File: src/rtl/me_sad_engine.sv
`default_nettype none
// ============================================================================
// Module      : me_sad_engine
// Description : Full-search block-matching motion estimator. A 16x16
//               reference block is matched against all 16x16 candidate
//               offsets of a 32-column search area by sum of absolute
//               differences (SAD). Two horizontally adjacent candidates
//               (mx even on S1, mx+1 on S2) are evaluated per pass.
// Ports       : clk        - clock, all state on the rising edge
//               reset      - asynchronous active-high reset
//               start      - single-cycle request, honoured in IDLE/DONE only
//               AddressR   - reference memory address (r*16 + c)
//               AddressS1  - search address for the even candidate
//               AddressS2  - search address for the odd candidate
//               R/S1/S2    - memory read data, one cycle after the address
//               motionX/Y  - best candidate offset
//               BestDist   - best SAD, saturated to BEST_W bits
//               completed  - high from end of search until next start
// Revision    : 1.0 - initial release
// ============================================================================
module me_sad_engine #(
    parameter int DATA_W = 8,
    parameter int SAD_W  = 16,
    parameter int BEST_W = 8
) (
    input  logic              clk,
    input  logic              reset,
    input  logic              start,
    output logic [7:0]        AddressR,
    output logic [9:0]        AddressS1,
    output logic [9:0]        AddressS2,
    input  logic [DATA_W-1:0] R,
    input  logic [DATA_W-1:0] S1,
    input  logic [DATA_W-1:0] S2,
    output logic [3:0]        motionX,
    output logic [3:0]        motionY,
    output logic [BEST_W-1:0] BestDist,
    output logic              completed
);

    typedef enum logic [2:0] {
        ST_IDLE  = 3'd0,
        ST_RUN   = 3'd1,
        ST_DRAIN = 3'd2,
        ST_CMP   = 3'd3,
        ST_DONE  = 3'd4
    } state_t;

    state_t r_state;
    state_t w_next_state;
    logic   w_start_acc;

    logic [7:0]        r_p;
    logic [3:0]        r_mx;
    logic [3:0]        r_my;
    logic [7:0]        r_addr_r;
    logic [9:0]        r_addr_s1;
    logic [9:0]        r_addr_s2;
    logic              r_acc_en;
    logic [SAD_W-1:0]  r_acc_a;
    logic [SAD_W-1:0]  r_acc_b;
    logic [SAD_W-1:0]  r_best;
    logic [3:0]        r_best_x;
    logic [3:0]        r_best_y;
    logic [3:0]        r_motion_x;
    logic [3:0]        r_motion_y;
    logic [BEST_W-1:0] r_best_dist;
    logic              r_completed;

    // Search address: row (my+r) times 32 plus column (mx+c). The column
    // sum never exceeds 29, so the multiply-add reduces to concatenation.
    function automatic logic [9:0] f_s_addr(input logic [3:0] my,
                                            input logic [3:0] mx,
                                            input logic [7:0] p);
        logic [4:0] row;
        logic [4:0] col;
        row = {1'b0, my} + {1'b0, p[7:4]};
        col = {1'b0, mx} + {1'b0, p[3:0]};
        return {row, col};
    endfunction

    // ------------------------------------------------------------------
    // Absolute differences for the two candidates
    // ------------------------------------------------------------------
    logic [DATA_W-1:0] w_diff_a;
    logic [DATA_W-1:0] w_diff_b;

    assign w_diff_a = (R > S1) ? (R - S1) : (S1 - R);
    assign w_diff_b = (R > S2) ? (R - S2) : (S2 - R);

    // ------------------------------------------------------------------
    // Candidate comparison: even candidate first, then odd against the
    // possibly updated best, so ties keep the earlier candidate.
    // ------------------------------------------------------------------
    logic              w_a_win;
    logic              w_b_win;
    logic [SAD_W-1:0]  w_best_1;
    logic [3:0]        w_bx_1;
    logic [3:0]        w_by_1;
    logic [SAD_W-1:0]  w_best_2;
    logic [3:0]        w_bx_2;
    logic [3:0]        w_by_2;
    logic [BEST_W-1:0] w_sat_dist;
    logic              w_last;
    logic [3:0]        w_next_mx;
    logic [3:0]        w_next_my;
    logic [7:0]        w_p_inc;

    assign w_a_win  = (r_acc_a < r_best);
    assign w_best_1 = w_a_win ? r_acc_a : r_best;
    assign w_bx_1   = w_a_win ? r_mx : r_best_x;
    assign w_by_1   = w_a_win ? r_my : r_best_y;

    assign w_b_win  = (r_acc_b < w_best_1);
    assign w_best_2 = w_b_win ? r_acc_b : w_best_1;
    assign w_bx_2   = w_b_win ? (r_mx | 4'd1) : w_bx_1;
    assign w_by_2   = w_b_win ? r_my : w_by_1;

    assign w_sat_dist = (|w_best_2[SAD_W-1:BEST_W]) ? {BEST_W{1'b1}}
                                                     : w_best_2[BEST_W-1:0];

    assign w_last    = (r_mx == 4'd14) && (r_my == 4'd15);
    // mx steps by two and wraps 14 -> 0 naturally in four bits
    assign w_next_mx = r_mx + 4'd2;
    assign w_next_my = (r_mx == 4'd14) ? (r_my + 4'd1) : r_my;
    assign w_p_inc   = r_p + 8'd1;

    // ------------------------------------------------------------------
    // FSM
    // ------------------------------------------------------------------
    always_ff @(posedge clk or posedge reset) begin
        if (reset) begin
            r_state <= ST_IDLE;
        end else begin
            r_state <= w_next_state;
        end
    end

    always_comb begin
        w_next_state = r_state;
        w_start_acc  = 1'b0;
        case (r_state)
            ST_IDLE, ST_DONE: begin
                if (start) begin
                    w_start_acc  = 1'b1;
                    w_next_state = ST_RUN;
                end
            end
            ST_RUN: begin
                if (r_p == 8'hFF) begin
                    w_next_state = ST_DRAIN;
                end
            end
            ST_DRAIN: begin
                w_next_state = ST_CMP;
            end
            ST_CMP: begin
                w_next_state = w_last ? ST_DONE : ST_RUN;
            end
            default: begin
                w_next_state = ST_IDLE;
            end
        endcase
    end

    // ------------------------------------------------------------------
    // Datapath. The address registers always hold the address for the
    // current pixel index, so read data lines up one cycle later; r_acc_en
    // marks those data cycles (RUN cycles 1..255 plus DRAIN).
    // ------------------------------------------------------------------
    always_ff @(posedge clk or posedge reset) begin
        if (reset) begin
            r_p         <= '0;
            r_mx        <= '0;
            r_my        <= '0;
            r_addr_r    <= '0;
            r_addr_s1   <= '0;
            r_addr_s2   <= '0;
            r_acc_en    <= 1'b0;
            r_acc_a     <= '0;
            r_acc_b     <= '0;
            r_best      <= '0;
            r_best_x    <= '0;
            r_best_y    <= '0;
            r_motion_x  <= '0;
            r_motion_y  <= '0;
            r_best_dist <= '0;
            r_completed <= 1'b0;
        end else begin
            r_acc_en <= (r_state == ST_RUN);

            if (w_start_acc) begin
                r_p         <= '0;
                r_mx        <= '0;
                r_my        <= '0;
                r_addr_r    <= '0;
                r_addr_s1   <= 10'd0;
                r_addr_s2   <= 10'd1;
                r_acc_a     <= '0;
                r_acc_b     <= '0;
                r_best      <= '1;
                r_best_x    <= '0;
                r_best_y    <= '0;
                r_completed <= 1'b0;
            end else if (r_state == ST_CMP) begin
                r_best    <= w_best_2;
                r_best_x  <= w_bx_2;
                r_best_y  <= w_by_2;
                r_acc_a   <= '0;
                r_acc_b   <= '0;
                r_p       <= '0;
                r_mx      <= w_next_mx;
                r_my      <= w_next_my;
                r_addr_r  <= '0;
                r_addr_s1 <= f_s_addr(w_next_my, w_next_mx, 8'd0);
                r_addr_s2 <= f_s_addr(w_next_my, w_next_mx, 8'd0) + 10'd1;
                if (w_last) begin
                    r_motion_x  <= w_bx_2;
                    r_motion_y  <= w_by_2;
                    r_best_dist <= w_sat_dist;
                    r_completed <= 1'b1;
                end
            end else begin
                if ((r_state == ST_RUN) && (r_p != 8'hFF)) begin
                    r_p       <= w_p_inc;
                    r_addr_r  <= w_p_inc;
                    r_addr_s1 <= f_s_addr(r_my, r_mx, w_p_inc);
                    r_addr_s2 <= f_s_addr(r_my, r_mx, w_p_inc) + 10'd1;
                end
                if (r_acc_en) begin
                    r_acc_a <= r_acc_a + {{(SAD_W-DATA_W){1'b0}}, w_diff_a};
                    r_acc_b <= r_acc_b + {{(SAD_W-DATA_W){1'b0}}, w_diff_b};
                end
            end
        end
    end

    assign AddressR  = r_addr_r;
    assign AddressS1 = r_addr_s1;
    assign AddressS2 = r_addr_s2;
    assign motionX   = r_motion_x;
    assign motionY   = r_motion_y;
    assign BestDist  = r_best_dist;
    assign completed = r_completed;

endmodule
`default_nettype wire

File: config.mk
export PLATFORM = sky130hd
export DESIGN_NAME = me_sad_engine
export DESIGN_NICKNAME = d
export VERILOG_FILES = /design/src/rtl/me_sad_engine.sv
export SDC_FILE = /design/constraint.sdc
export NUM_CORES = 1
export LEC_CHECK = 0
export ABC_CLOCK_PERIOD_IN_PS = 4900
export CAP_MARGIN = 20
export CORE_MARGIN = 3
export CORE_UTILIZATION = 50
export CTS_CLUSTER_DIAMETER = 50
export DETAILED_ROUTE_END_ITERATION = 8
export GPL_ROUTABILITY_DRIVEN = 0
export HOLD_SLACK_MARGIN = 0.02
export PLACE_DENSITY = 0.71
export SYNTH_ARGS = -nofsm -noshare
export SYNTH_HDL_FRONTEND = slang
export SYNTH_SLANG_ARGS = --single-unit
File: constraint.sdc
create_clock -name clk -period 4.9 [get_ports clk]
set_input_delay 1.47 -clock clk [delete_from_list [all_inputs] [get_ports clk]]
set_output_delay 1.47 -clock clk [all_outputs]
set_load 0.01 [all_outputs]
======== After elaboration in Yosys (flattened, before gate mapping) ========
Index checks and enable logic that the tools add are counted.
W data, S select, Z words.
word-level totals
  flip-flop bits (word level) ............. 113
  input port bits ......................... 27
  output and inout port bits .............. 45
  word-level logic and storage cells ...... 100
operators by class
  add/subtract/negate cells ............... 13
  magnitude comparators ................... 4
  equality and inequality tests ........... 10
  muxes and demuxes ....................... 44
  bitwise gates (word level) .............. 1
  reductions and logical operators ........ 12
operators with widths
  kind                     number
  $mux W16                 10
  $mux W10                 6
  $mux W4                  13
  $mux W8                  6
  $add A16 B8 Y16          2
  $lt A16 B16 Y1           2
  $sub A8 B8 Y8            4
  $gt A8 B8 Y1             2
  $pmux W3 S4              1
  $add A10 B1 Y10 const B  1
  $add A4 B4 Y5            2
  $add A9 B1 Y10 const B   1
  $mux W3                  3
  $add A8 B1 Y8 const B    1
  $eq A4 B4 Y1 const B     2
  $eq A8 B8 Y1 const B     1
  $ne A8 B8 Y1 const B     1
  $reduce_or A8 Y1         1
  $eq A3 B2 Y1 const B     2
  $reduce_bool A3 Y1       2
  $mux W1                  5
  $add A4 B1 Y4 const B    1
  $add A4 B2 Y4 const B    1
  $ne A2 B2 Y1 const B     2
  other kinds (9)          12

======== Longest topological paths before layout ========
Gate-level depths: netlist of run 1.
  word-level depth ........................ 6
  depth in mapped cells ................... 20
  gate-level depth less buffers ........... 19

======== Worst setup path after synthesis of run 1 ========
Ideal clock, no wire load.
  path type ............................... input to register
  from .................................... input port R[0]
  to ...................................... register r_acc_b[15]
  setup time .............................. 0.132 ns
  arrival time ............................ 4.963 ns
  data required time ...................... 4.768 ns
  setup slack ............................. -0.195 ns
  stages on the path ...................... 18
  buffers on the path ..................... 0
  path through ............................ inv_1 ha_1 inv_1 fa_1 nand3_1 a21oi_1 o32ai_2 mux2_4 a211o_1 or3_1 nor3b_1 a211oi_2 ha_1 a31oi_1 a21boi_0 nor4_1 xnor2_1 nor2_1
on the way
  longest elaborated chain between the ends .. 6
  elaborated cells between the ends (all ways) .. 8
  those cells by class .................... add/sub (3); order compare (1); mux (4)
RTL lines
  element                                               RTL line  RTL
  start: declaration                                    32        input logic [DATA_W-1:0] R,
  $sub A8 B8 Y8 / $gt A8 B8 Y1 (equally long branches)  89        assign w_diff_b = (R > S2) ? (R - S2) : (S2 - R);
  $mux W8 *                                             89
  $add A16 B8 Y16 *                                     232       r_acc_b <= r_acc_b + {{(SAD_W-DATA_W){1'b0}}, w_diff_b};
  $mux W16 *                                            230       if (r_acc_en) begin
  $mux W16 *                                            205       end else if (r_state == ST_CMP) begin
  $mux W16 *                                            192       if (w_start_acc) begin
  end signal: assignment                                232
  end: declaration                                      61        logic [SAD_W-1:0] r_acc_b;
Mark *: on every way between the ends. The rest lies on a longest branch, timed or not. The select of a mux whose other input is x is not followed.
A chain may end at the register's enable or synchronous reset.

======== Worst setup path in the final report of run 1 ========
  from .................................... input port R[0]
  to ...................................... register r_acc_b[8]
The elaborated chain is that of the path after synthesis.

==> run summary, run 1 <==
Unique masters post-synth - 71
internal power - 3.04 mW
num ports - 72
Crit Path Max Fanout - 5
status - complete, no violations
Clk pwr share - 12.8%
die height - 135 um
Reg2Reg Depth - 17
CTS tree - yes
worst path bufs/invs - 3
first-pass GRT wire length - 35.4 mm
number of cell rows - 46
die area - 0.0183 sq mm
Max-Cap Viols - 0
Cell Pwr Density - 531 mW/mm^2
Critical Path End Type - flip-flop
Worst Tran Pin Value - 0.921 ns
Post-Syn Area - 0.00835 sq mm
hold path startpoint - r_state[2]
clock sinks - 112
Post-DRT Antenna Nets - 0
switching power - 2.54 mW
Initial Util - 51.8%
combinational power share - 60.8%
maximum clock rate - 211 MHz
clk_lat worst skew - 0.36 ns
Post-Syn Area per Cell - 8.96 sq um
worst-path cell chain - buf_6 > inv_4 > ha_4 > inv_2 > fa_2 > nand3_2 > a21oi_2 > o32ai_4 > mux2_4 > a211o_1 > or3_1 > nand2b_1 > xnor2_1 > ha_1 > o21ai_2 > a21boi_2 > o211a_1 > or3_1 > a21oi_1
Worst R2R End - BestDist[2]
vias per cell - 5.61
slew margin rel. - 38.5%
post-route DRC violation count - 0
Num CTS Buffers - 9
post-synthesis async set-or-reset flop share - 100%
GRT Resource Usage Total - 23.8%
min Tclk post-route - 4.75 ns
Critical Path Start Type - primary input
largest net degree at the start of global routing - 69
sequential power share - 26.4%
Setup crit start - R[0]
via count - 7295
Peak VDD IR - 260 uV
HP Class - reg -> reg
CP arrival - 5.03 ns
RSZ-0062 raised after global routing - true
number of fill cells - 1378
count of pins over their slew limit - 0
commonest cells after routing, fill and taps aside - dfrtp_1, buf_4, inv_1, ha_1, nand2_1
DRT Pass-1 Iters - 5
Largest stage delay, worst path - 0.37 ns
H-tree depth - 3
CP Class - in -> reg
final setup fails - 0
Required @ worst endpoint - 5.19 ns
Power, Total - 5.59 mW
final WL - 21.7 mm
Hold Slack - 0.467 ns
P_leak - 5.23 nW
DR WL/cell - 16.7 um
commonest non-fill, non-tap cell in the layout - dfrtp_1
initial drt markers - 604
Fin. Hold Viols - 0
post-synthesis sequential area ratio - 33.6%
Longest Clk Path Bufs - 2
most frequent CP cell - or3_1
CORE AREA - 0.0161 sq mm
initial antenna violation count - 0
main flop type after synthesis - dfrtp_1
Area growth, synth to finish - 26.0%
number of diodes - 0
hold depth - 1
FF-to-FF Start - r_best[13]
Nets - 1203
Hold Buf Count CTS - 0
EDFF count, synth - 0
syn nets - 1055
CTS Root Buffer Type - clkbuf_16
synthesis warning total - 0
Slowest-stage cell, CP - or3_1
Port Buffers - 71
Die W - 135 um
Mapped Cells - 932
gr ovfl total - 0
switch share - 45.5%
reg2reg setup slack - 0.20 ns
Clock Skew - 0.0102 ns
Worst-path clk slew - 0.08 ns
number of global-route vias before repair - 7043
layout cells sized above 1 - 19.3%
Crit path max-delay family - compound AO/OA/AOI/OAI gates
DP HPWL - 16.0 mm
fin crit share - 96.8%
hold endpoint - r_state[1]
number of synthesized register bits - 112
==> sequential cells by signal (all words and copies together), names as in the netlist <==
name / count
r_my: 4
r_state: 3
motionX: 4
r_best: 16
r_best_y: 4
BestDist: 8
r_acc_en: 1
AddressS2: 10
r_acc_a: 16
AddressS1: 10
completed: 1
r_mx: 3
r_acc_b: 16
r_best_x: 4
motionY: 4
AddressR: 8
==> how the worst max path moves through the flow <==
| stage | slack [ns] | endpoint | depth (start not counted) |
|---|---|---|---|
| after floorplan | 0.006 | r_acc_b[8] | 18 |
| after global placement | -0.58 | r_acc_a[10] | 17 |
| after detailed placement | -0.67 | r_acc_b[9] | 19 |
| after CTS | 0.005 | r_acc_a[13] | 18 |
| after global routing | -0.05 | r_acc_a[10] | 16 |
| final | 0.15 | r_acc_b[8] | 19 |
==> cells in the mapped netlist, types with 8 or more instances <==
cell / number / area [sq um]
nor3_1: 10 / 50.1
nand2_1: 75 / 282
a211oi_1: 8 / 60.1
nor2_1: 72 / 270
nor4_1: 8 / 50.1
mux2i_1: 52 / 521
dfrtp_1: 112 / 2800
a21o_1: 16 / 120
inv_1: 94 / 353
fa_1: 8 / 160
a21oi_1: 64 / 320
clkbuf_1: 25 / 93.8
xnor2_1: 28 / 245
o22a_1: 9 / 78.8
ha_1: 88 / 1100
nand3_1: 32 / 160
a22o_1: 9 / 78.8
xor2_1: 21 / 184
and3_1: 10 / 62.6
o21ai_0: 65 / 325
==> power by group through the flow <==
stage               Clock [mW]  Sequential, mW  Combinational, mW
floorplan                    0            1.43               2.29
CTS                      0.723            1.47               3.31
detailed placement           0            1.48               3.23
finish                   0.716            1.48               3.40
global route             0.761            1.51               3.75
global placement             0            1.48               3.14
==> layout make-up <==
type | instances | area, sq um | share of cell area [%]
clock inverter | 6 | 48.8 | 0.464
tap | 216 | 270 | 2.57
sequential | 112 | 2800 | 26.6
inverter | 94 | 358 | 3.40
multi-input combinational | 688 | 5330 | 50.7
clock buffer | 9 | 225 | 2.14
timing repair buffer | 175 | 1490 | 14.1
==> metal layers <==
metal  global-route usage, %  vias to the layer above  routed length (um)
met5                       0                        -                   0
met3                    3.27                       24                1070
met1                    33.2                     3496                9960
met4                    6.94                        0                 309
met2                    38.7                      201               10400
li1                        -                     3574                   -
==> per-stage QoR <==
stage	utilization, %	cell area (sq um)	TNS (ns)	setup WS [ns]	std cells
after CTS	64.1	10300	0	0.00476	1293
after detailed placement	61.2	9860	-11.43	-0.675	1274
after global placement	61.2	9860	-10.00	-0.577	1274
final	65.3	10500	0	0.155	1300
after global routing	65.3	10500	-0.0645	-0.0524	1300
after floorplan	-	8370	0	0.00647	932
==> kinds of logic (layout without fill, tap and decap cells) <==
group | Yosys count | in the layout | share of synthesized area (%)
AND/OR/NAND/NOR | 252 | 252 | 14.3
AO/OA/AOI/OAI | 233 | 233 | 18.2
buffers and inverters | 132 | 284 | 6.77
flip-flops | 112 | 112 | 33.6
adder cells (fa/ha/maj) | 96 | 96 | 15.1
multiplexers | 57 | 57 | 6.95
XOR/XNOR | 49 | 49 | 5.14
other | 1 | 1 | 0.0449
==> timing repair <==
action / CTS / global route
buffers inserted: 4 / 7
pin swaps: 31 / 46
endpoints found under the hold margin: 0 / 0
resized for setup: 59 / 64
endpoints found under the setup margin: 19 / 35
(Power assumes the default switching activity.)
==> inputs of run 2 (changes only) <==
- CORE_MARGIN: 3 -> not set
- HOLD_SLACK_MARGIN: 0.02 -> 0.15
==> run 2 against run 1 <==
  * Final area is 1.2% higher
  * Hold slack better by 0.0012 ns
  * Die area is 5.8% lower
  * Largest cell class unchanged
  * Highest routed layer unchanged
  * Critical path type unchanged
==> run summary, run 2 (synthesis results as in run 1) <==
Required @ worst endpoint - 5.14 ns (-0.05 ns)
commonest non-fill, non-tap cell in the layout - dfrtp_1
CP arrival - 5.06 ns (+0.03 ns)
CTS tree - yes
Port Buffers - 71 (unchanged)
GRT Resource Usage Total - 25.0% (+1.3 points)
Num CTS Buffers - 9 (unchanged)
status - complete, no violations
RSZ-0062 raised after global routing - true
Setup crit start - R[0]
slew margin rel. - 39.3% (+0.83 points)
final WL - 21.1 mm (-3.0%)
CORE AREA - 0.0161 sq mm (unchanged)
commonest cells after routing, fill and taps aside - dfrtp_1, buf_4, inv_1, ha_1, nand2_1
fin crit share - 98.4% (+1.5 points)
die area - 0.0172 sq mm (-5.8%)
setup TNS - 0 ns (unchanged)
clk_lat worst skew - 0.36 ns (about the same)
reg2reg setup slack - 0.19 ns (about the same)
Area growth, synth to finish - 27.5%
Nets - 1206 (+0.25%)
number of global-route vias before repair - 7011 (-0.45%)
DP HPWL - 15.6 mm (-2.1%)
Post-Place Cells - 1275 (+0.078%)
combinational power share - 60.5% (-0.3 points)
final setup fails - 0 (unchanged)
Initial Util - 51.8% (unchanged)
DRT Pass-1 Iters - 8 (+3)
Peak VDD IR - 318 uV (+22%)
Clock Skew - 0.00800 ns (-0.00217 ns)
num ports - 72 (unchanged)
clock sinks - 112 (unchanged)
Post-Layout Cell Count - 1303 (+0.23%)
Max-Cap Viols - 0 (unchanged)
Hold Buf Count CTS - 0 (unchanged)
layout cells sized above 1 - 19.0% (-0.33 points)
Cell Pwr Density - 531 mW/mm^2 (-0.11%)
sequential power share - 26.0% (-0.4 points)
largest net degree at the start of global routing - 72 (+4.3%)
Clk pwr share - 13.5% (+0.7 points)
Longest Clk Path Bufs - 2 (unchanged)
min Tclk post-route - 4.82 ns (+0.0751 ns)
CP Class - in -> reg
switch share - 44.3% (-1.2 points)
vias per cell - 5.55 (-1.0%)
Die W - 131 um (-3.0%)
post-route DRC violation count - 0 (unchanged)
Reg2Reg Depth - 17 (unchanged)
initial drt markers - 481 (-20%)
gr ovfl total - 0 (unchanged)
P_leak - 5.27 nW (+0.89%)
Worst-path clk slew - 0.07 ns (about the same)
number of diodes - 0 (unchanged)
Power, Total - 5.65 mW (+1.1%)
hold depth - 2 (+1)
FF-to-FF Start - r_best[13]
CTS Root Buffer Type - clkbuf_16
initial antenna violation count - 0 (unchanged)
switching power - 2.50 mW (-1.6%)
number of cell rows - 46 (unchanged)
hold path startpoint - motionX[1]
H-tree depth - 3 (unchanged)
internal power - 3.15 mW (+3.3%)
first-pass GRT wire length - 34.8 mm (-1.8%)
Critical Path Start Type - primary input
die height - 131 um (-3.0%)
maximum clock rate - 207 MHz (-1.6%)
Fin. Hold Viols - 0 (unchanged)
DR WL/cell - 16.2 um (-3.2%)
HP Class - reg -> reg
Crit Path Max Fanout - 6 (+1)
Worst Tran Pin Value - 0.908 ns (-0.0124 ns)
Post-DRT Antenna Nets - 0 (unchanged)
Critical Path End Type - flip-flop
Top Registers - r_acc_a (16), r_acc_b (16), r_best (16)
count of pins over their slew limit - 0 (unchanged)
via count - 7237 (-0.80%)
-- run 2: metal layers --
layer | global-route usage [%] | vias up | routed length, um
li1 | - | 3574 | -
met3 | 3.82 | 26 | 831
met4 | 6.99 | 0 | 330
met1 | 33.9 | 3470 | 9860
met2 | 41.4 | 167 | 10100
met5 | 0 | - | 0
-- run 2: worst paths after layout --
check / end
min in group asynchronous: motionY[0]
max in group asynchronous: r_best[5]
min: motionX[1]
max reg2reg: r_best[5]
max: r_acc_b[9]
min reg2reg: motionX[1]
-- run 2: critical path, cell delays in order --
cell,delay [ns]
buf_8,0.10
inv_6,0.05
ha_4,0.13
inv_2,0.04
fa_2,0.40
nand3_4,0.10
a21oi_4,0.06
o32ai_4,0.27
mux2_4,0.34
a211o_1,0.28
or3_4,0.36
nor3b_4,0.17
a211oi_2,0.30
ha_1,0.31
a31oi_1,0.14
a21boi_4,0.27
nor2_2,0.07
xnor2_1,0.14
nor2_1,0.05
-- run 2: layout make-up --
cell class,count,area (sq um)
Fill cell,1326,5470
Multi-Input combinational cell,688,5370
Sequential cell,112,2800
Timing Repair Buffer,178,1550
Inverter,94,360
Tap cell,216,270
Clock buffer,10,239
Clock inverter,5,63.8
-- run 2: power by group through the flow --
stage / logic, mW / clock network, mW / registers, mW
after floorplan: 2.29 / 0 / 1.43
after global placement: 3.15 / 0 / 1.47
after detailed placement: 3.23 / 0 / 1.48
after CTS: 3.30 / 0.774 / 1.46
after global routing: 3.79 / 0.805 / 1.50
final: 3.42 / 0.761 / 1.47
-- run 2: repair_timing --
action                                 CTS  global route
setup buffers                            7             6
endpoints found under the hold margin    0             0
pin swaps                               37            31
resized for setup                       69            51
cloned                                   0             0
setup endpoints to repair               19            40
-- run 2: metrics by stage --
step           hold WS (ns)  setup slack (ns)  util (%)  area (sq um)
2_1_floorplan         0.414           0.00647         -          8370
6_report              0.469            0.0797      66.1         10600
5_1_grt               0.509           -0.0983      66.1         10600
3_5_place_dp          0.459            -0.674      61.3          9880
3_3_place_gp          0.451            -0.592      61.3          9880
4_1_cts               0.475            0.0114      64.6         10400
==> inputs of run 3 (changes only) <==
- CORE_UTILIZATION: 50 -> 37
- PLACE_DENSITY: 0.71 -> not set
==> run 3 against run 2 <==
  * The flow now finishes with violations (design-rule violations)
  * Critical path depth grew 2
  * Total power is 3.8% higher
  * Die area increased by 35%
  * Cell count grew 4.8%
  * Non-clock buffer count shrank 2
  * Clock skew rose by 0.0016 ns
  * Via count is 1.3% lower
  * Sequential power is essentially flat
  * Global-route usage down 5.3 points
  * Highest routed layer unchanged
  * Count of clock-buffer cells in the layout unchanged
  * Register-to-register slack gained 0.08 ns
==> run summary, run 3 (synthesis results as in run 1) <==
status - finished, violations left
failing checks - design-rule violations
largest net degree at the start of global routing - 91 (+26%)
met1 Use GR - 27.2% (-6.7 points)
CTS Root Buffer Type - clkbuf_16
Peak VDD IR - 253 uV (-20%)
clock sinks - 112 (unchanged)
Register Area - 0.00280 sq mm (unchanged)
vias per cell - 5.23 (-5.8%)
H-tree depth - 3 (unchanged)
M3 GR Usage - 2.87% (-0.95 points)
DR WL/cell - 16.2 um (-0.11%)
Crit Path Max Fanout - 5 (-1)
commonest non-fill, non-tap cell in the layout - dfrtp_1
Core Util, Final - 49.3% (-17 points)
Critical Path Start Type - primary input
number of global-route vias before repair - 7119 (+1.5%)
Initial Util - 38.0% (-14 points)
GRT Resource Usage Total - 19.7% (-5.3 points)
count of pins over their slew limit - 0 (unchanged)
Worst-path clk slew - 0.08 ns (about the same)
Clock Skew - 0.00956 ns (+0.00155 ns)
post-route DRC violation count - 2 (+2)
Hold Slack - 0.469 ns (+0.000441 ns)
Post-Place Cells - 1338 (+4.9%)
num ports - 72 (unchanged)
setup TNS - 0 ns (unchanged)
first-pass GRT wire length - 36.8 mm (+5.8%)
HP Class - reg -> reg
DRT Pass-1 Iters - 7 (-1)
DP HPWL - 16.5 mm (+5.8%)
Setup crit start - R[0]
min Tclk post-route - 4.79 ns (-0.0310 ns)
FF-to-FF Start - r_best[13]
Port Buffers - 71 (unchanged)
worst slack at placement - -0.805 ns (-0.131 ns)
fin crit share - 97.7% (-0.63 points)
maximum clock rate - 209 MHz (+0.65%)
Required @ worst endpoint - 5.14 ns (about the same)
Hold Buf Count CTS - 0 (unchanged)
Placed Area - 0.00995 sq mm (+0.73%)
CTS tree - yes
P_leak - 5.33 nW (+1.1%)
Area growth, synth to finish - 29.7%
Post-DRT Antenna Nets - 0 (unchanged)
CP Capture Point - r_acc_a[9]
die height - 152 um (+16%)
Power, Total - 5.87 mW (+3.8%)
met2 usage - 32.2% (-9.2 points)
gr ovfl total - 0 (unchanged)
CP arrival - 5.03 ns (-0.03 ns)
commonest cells after routing, fill and taps aside - dfrtp_1, buf_4, inv_1, nand2_1, ha_1
Nets - 1204 (-0.17%)
layout cells sized above 1 - 19.9% (+0.94 points)
Top Registers - r_acc_a (16), r_acc_b (16), r_best (16)
number of cell rows - 54 (+17%)
final setup fails - 0 (unchanged)
CP Class - in -> reg
number of fill cells - 2056 (+55%)
Cell Pwr Density - 542 mW/mm^2 (+2.1%)
Critical Path End Type - flip-flop
Die W - 152 um (+16%)
CORE AREA - 0.0220 sq mm (+36%)
via count - 7145 (-1.3%)
Max-Cap Viols - 0 (unchanged)
clk_lat worst skew - 0.37 ns (about the same)
reg2reg setup slack - 0.27 ns (+0.08 ns)
GRT Max-Usage Layer - met2
Worst R2R End - BestDist[6]
Fin. Hold Viols - 0 (unchanged)
initial drt markers - 385 (-20%)
Num CTS Buffers - 9 (unchanged)
Design Area, Final - 0.0108 sq mm (+1.7%)
final WL - 22.1 mm (+4.7%)
Reg2Reg Depth - 18 (+1)
Post-Layout Cell Count - 1366 (+4.8%)
Setup WS post-layout - 0.111 ns (+0.0310 ns)
slew margin rel. - 40.1% (+0.85 points)
RSZ-0062 raised after global routing - true
number of diodes - 0 (unchanged)
initial antenna violation count - 0 (unchanged)
Worst Tran Pin Value - 0.896 ns (-0.0127 ns)
Multi-input gate area - 0.00545 sq mm (+1.5%)
Longest Clk Path Bufs - 2 (unchanged)
die area - 0.0232 sq mm (+35%)
[run 3: cell count changes in the layout (fill, tap and decap cells not counted), moves of 4 or more]
| cell | before | now |
|---|---|---|
| clkdlybuf4s15_1 | 4 | 0 |
| dlygate4sd2_1 | 9 | 13 |
| ha_1 | 75 | 71 |
| o21ai_2 | 4 | 8 |
[run 3: critical path, cell delays in order]
cell and delay, ns:
buf_2 0.11, inv_2 0.07, buf_4 0.11, ha_4 0.12
inv_2 0.04, fa_2 0.37, a21o_1 0.20, a21oi_2 0.16
o211ai_1 0.16, buf_4 0.17, o2111a_1 0.17, or3_4 0.38
xnor2_2 0.15, ha_1 0.34, inv_1 0.09, o21ai_2 0.19
a21oi_2 0.09, o21a_2 0.27, o21ai_1 0.17, xnor2_1 0.14
nor2_1 0.05
[run 3: worst min path at each step]
stage,startpoint,to,cells after the start
2_1_floorplan,r_state[2],r_state[1],1
3_3_place_gp,r_state[2],r_state[1],1
3_5_place_dp,r_state[2],r_state[1],1
4_1_cts,r_state[2],r_state[1],1
5_1_grt,r_state[2],r_state[1],1
6_report,motionX[3],motionX[3],2
[run 3: layer usage]
metal,part of all wire [%],wire length (um)
met1,49,10800
met2,46,10200
met3,3.4,752
met4,1.4,300
met5,0,0
[run 3: what timing repair did]
action	4_1_cts	5_1_grt
setup endpoints to repair	20	19
gates resized for setup	75	51
buffers inserted	3	10
pin swaps	26	41
[run 3: layout make-up]
type,instances,share of cell area (%)
Multi-Input combinational cell,688,50.3
Sequential cell,112,25.9
Timing Repair Buffer,176,14.0
Inverter,94,3.28
Tap cell,280,3.24
Clock buffer,10,2.11
Clock inverter,6,1.14
[run 3: power breakdown]
part           switching (mW)  internal, mW
Sequential              0.275          1.20
Combinational            1.93          1.58
Clock                   0.375         0.512
Total                    2.58          3.29
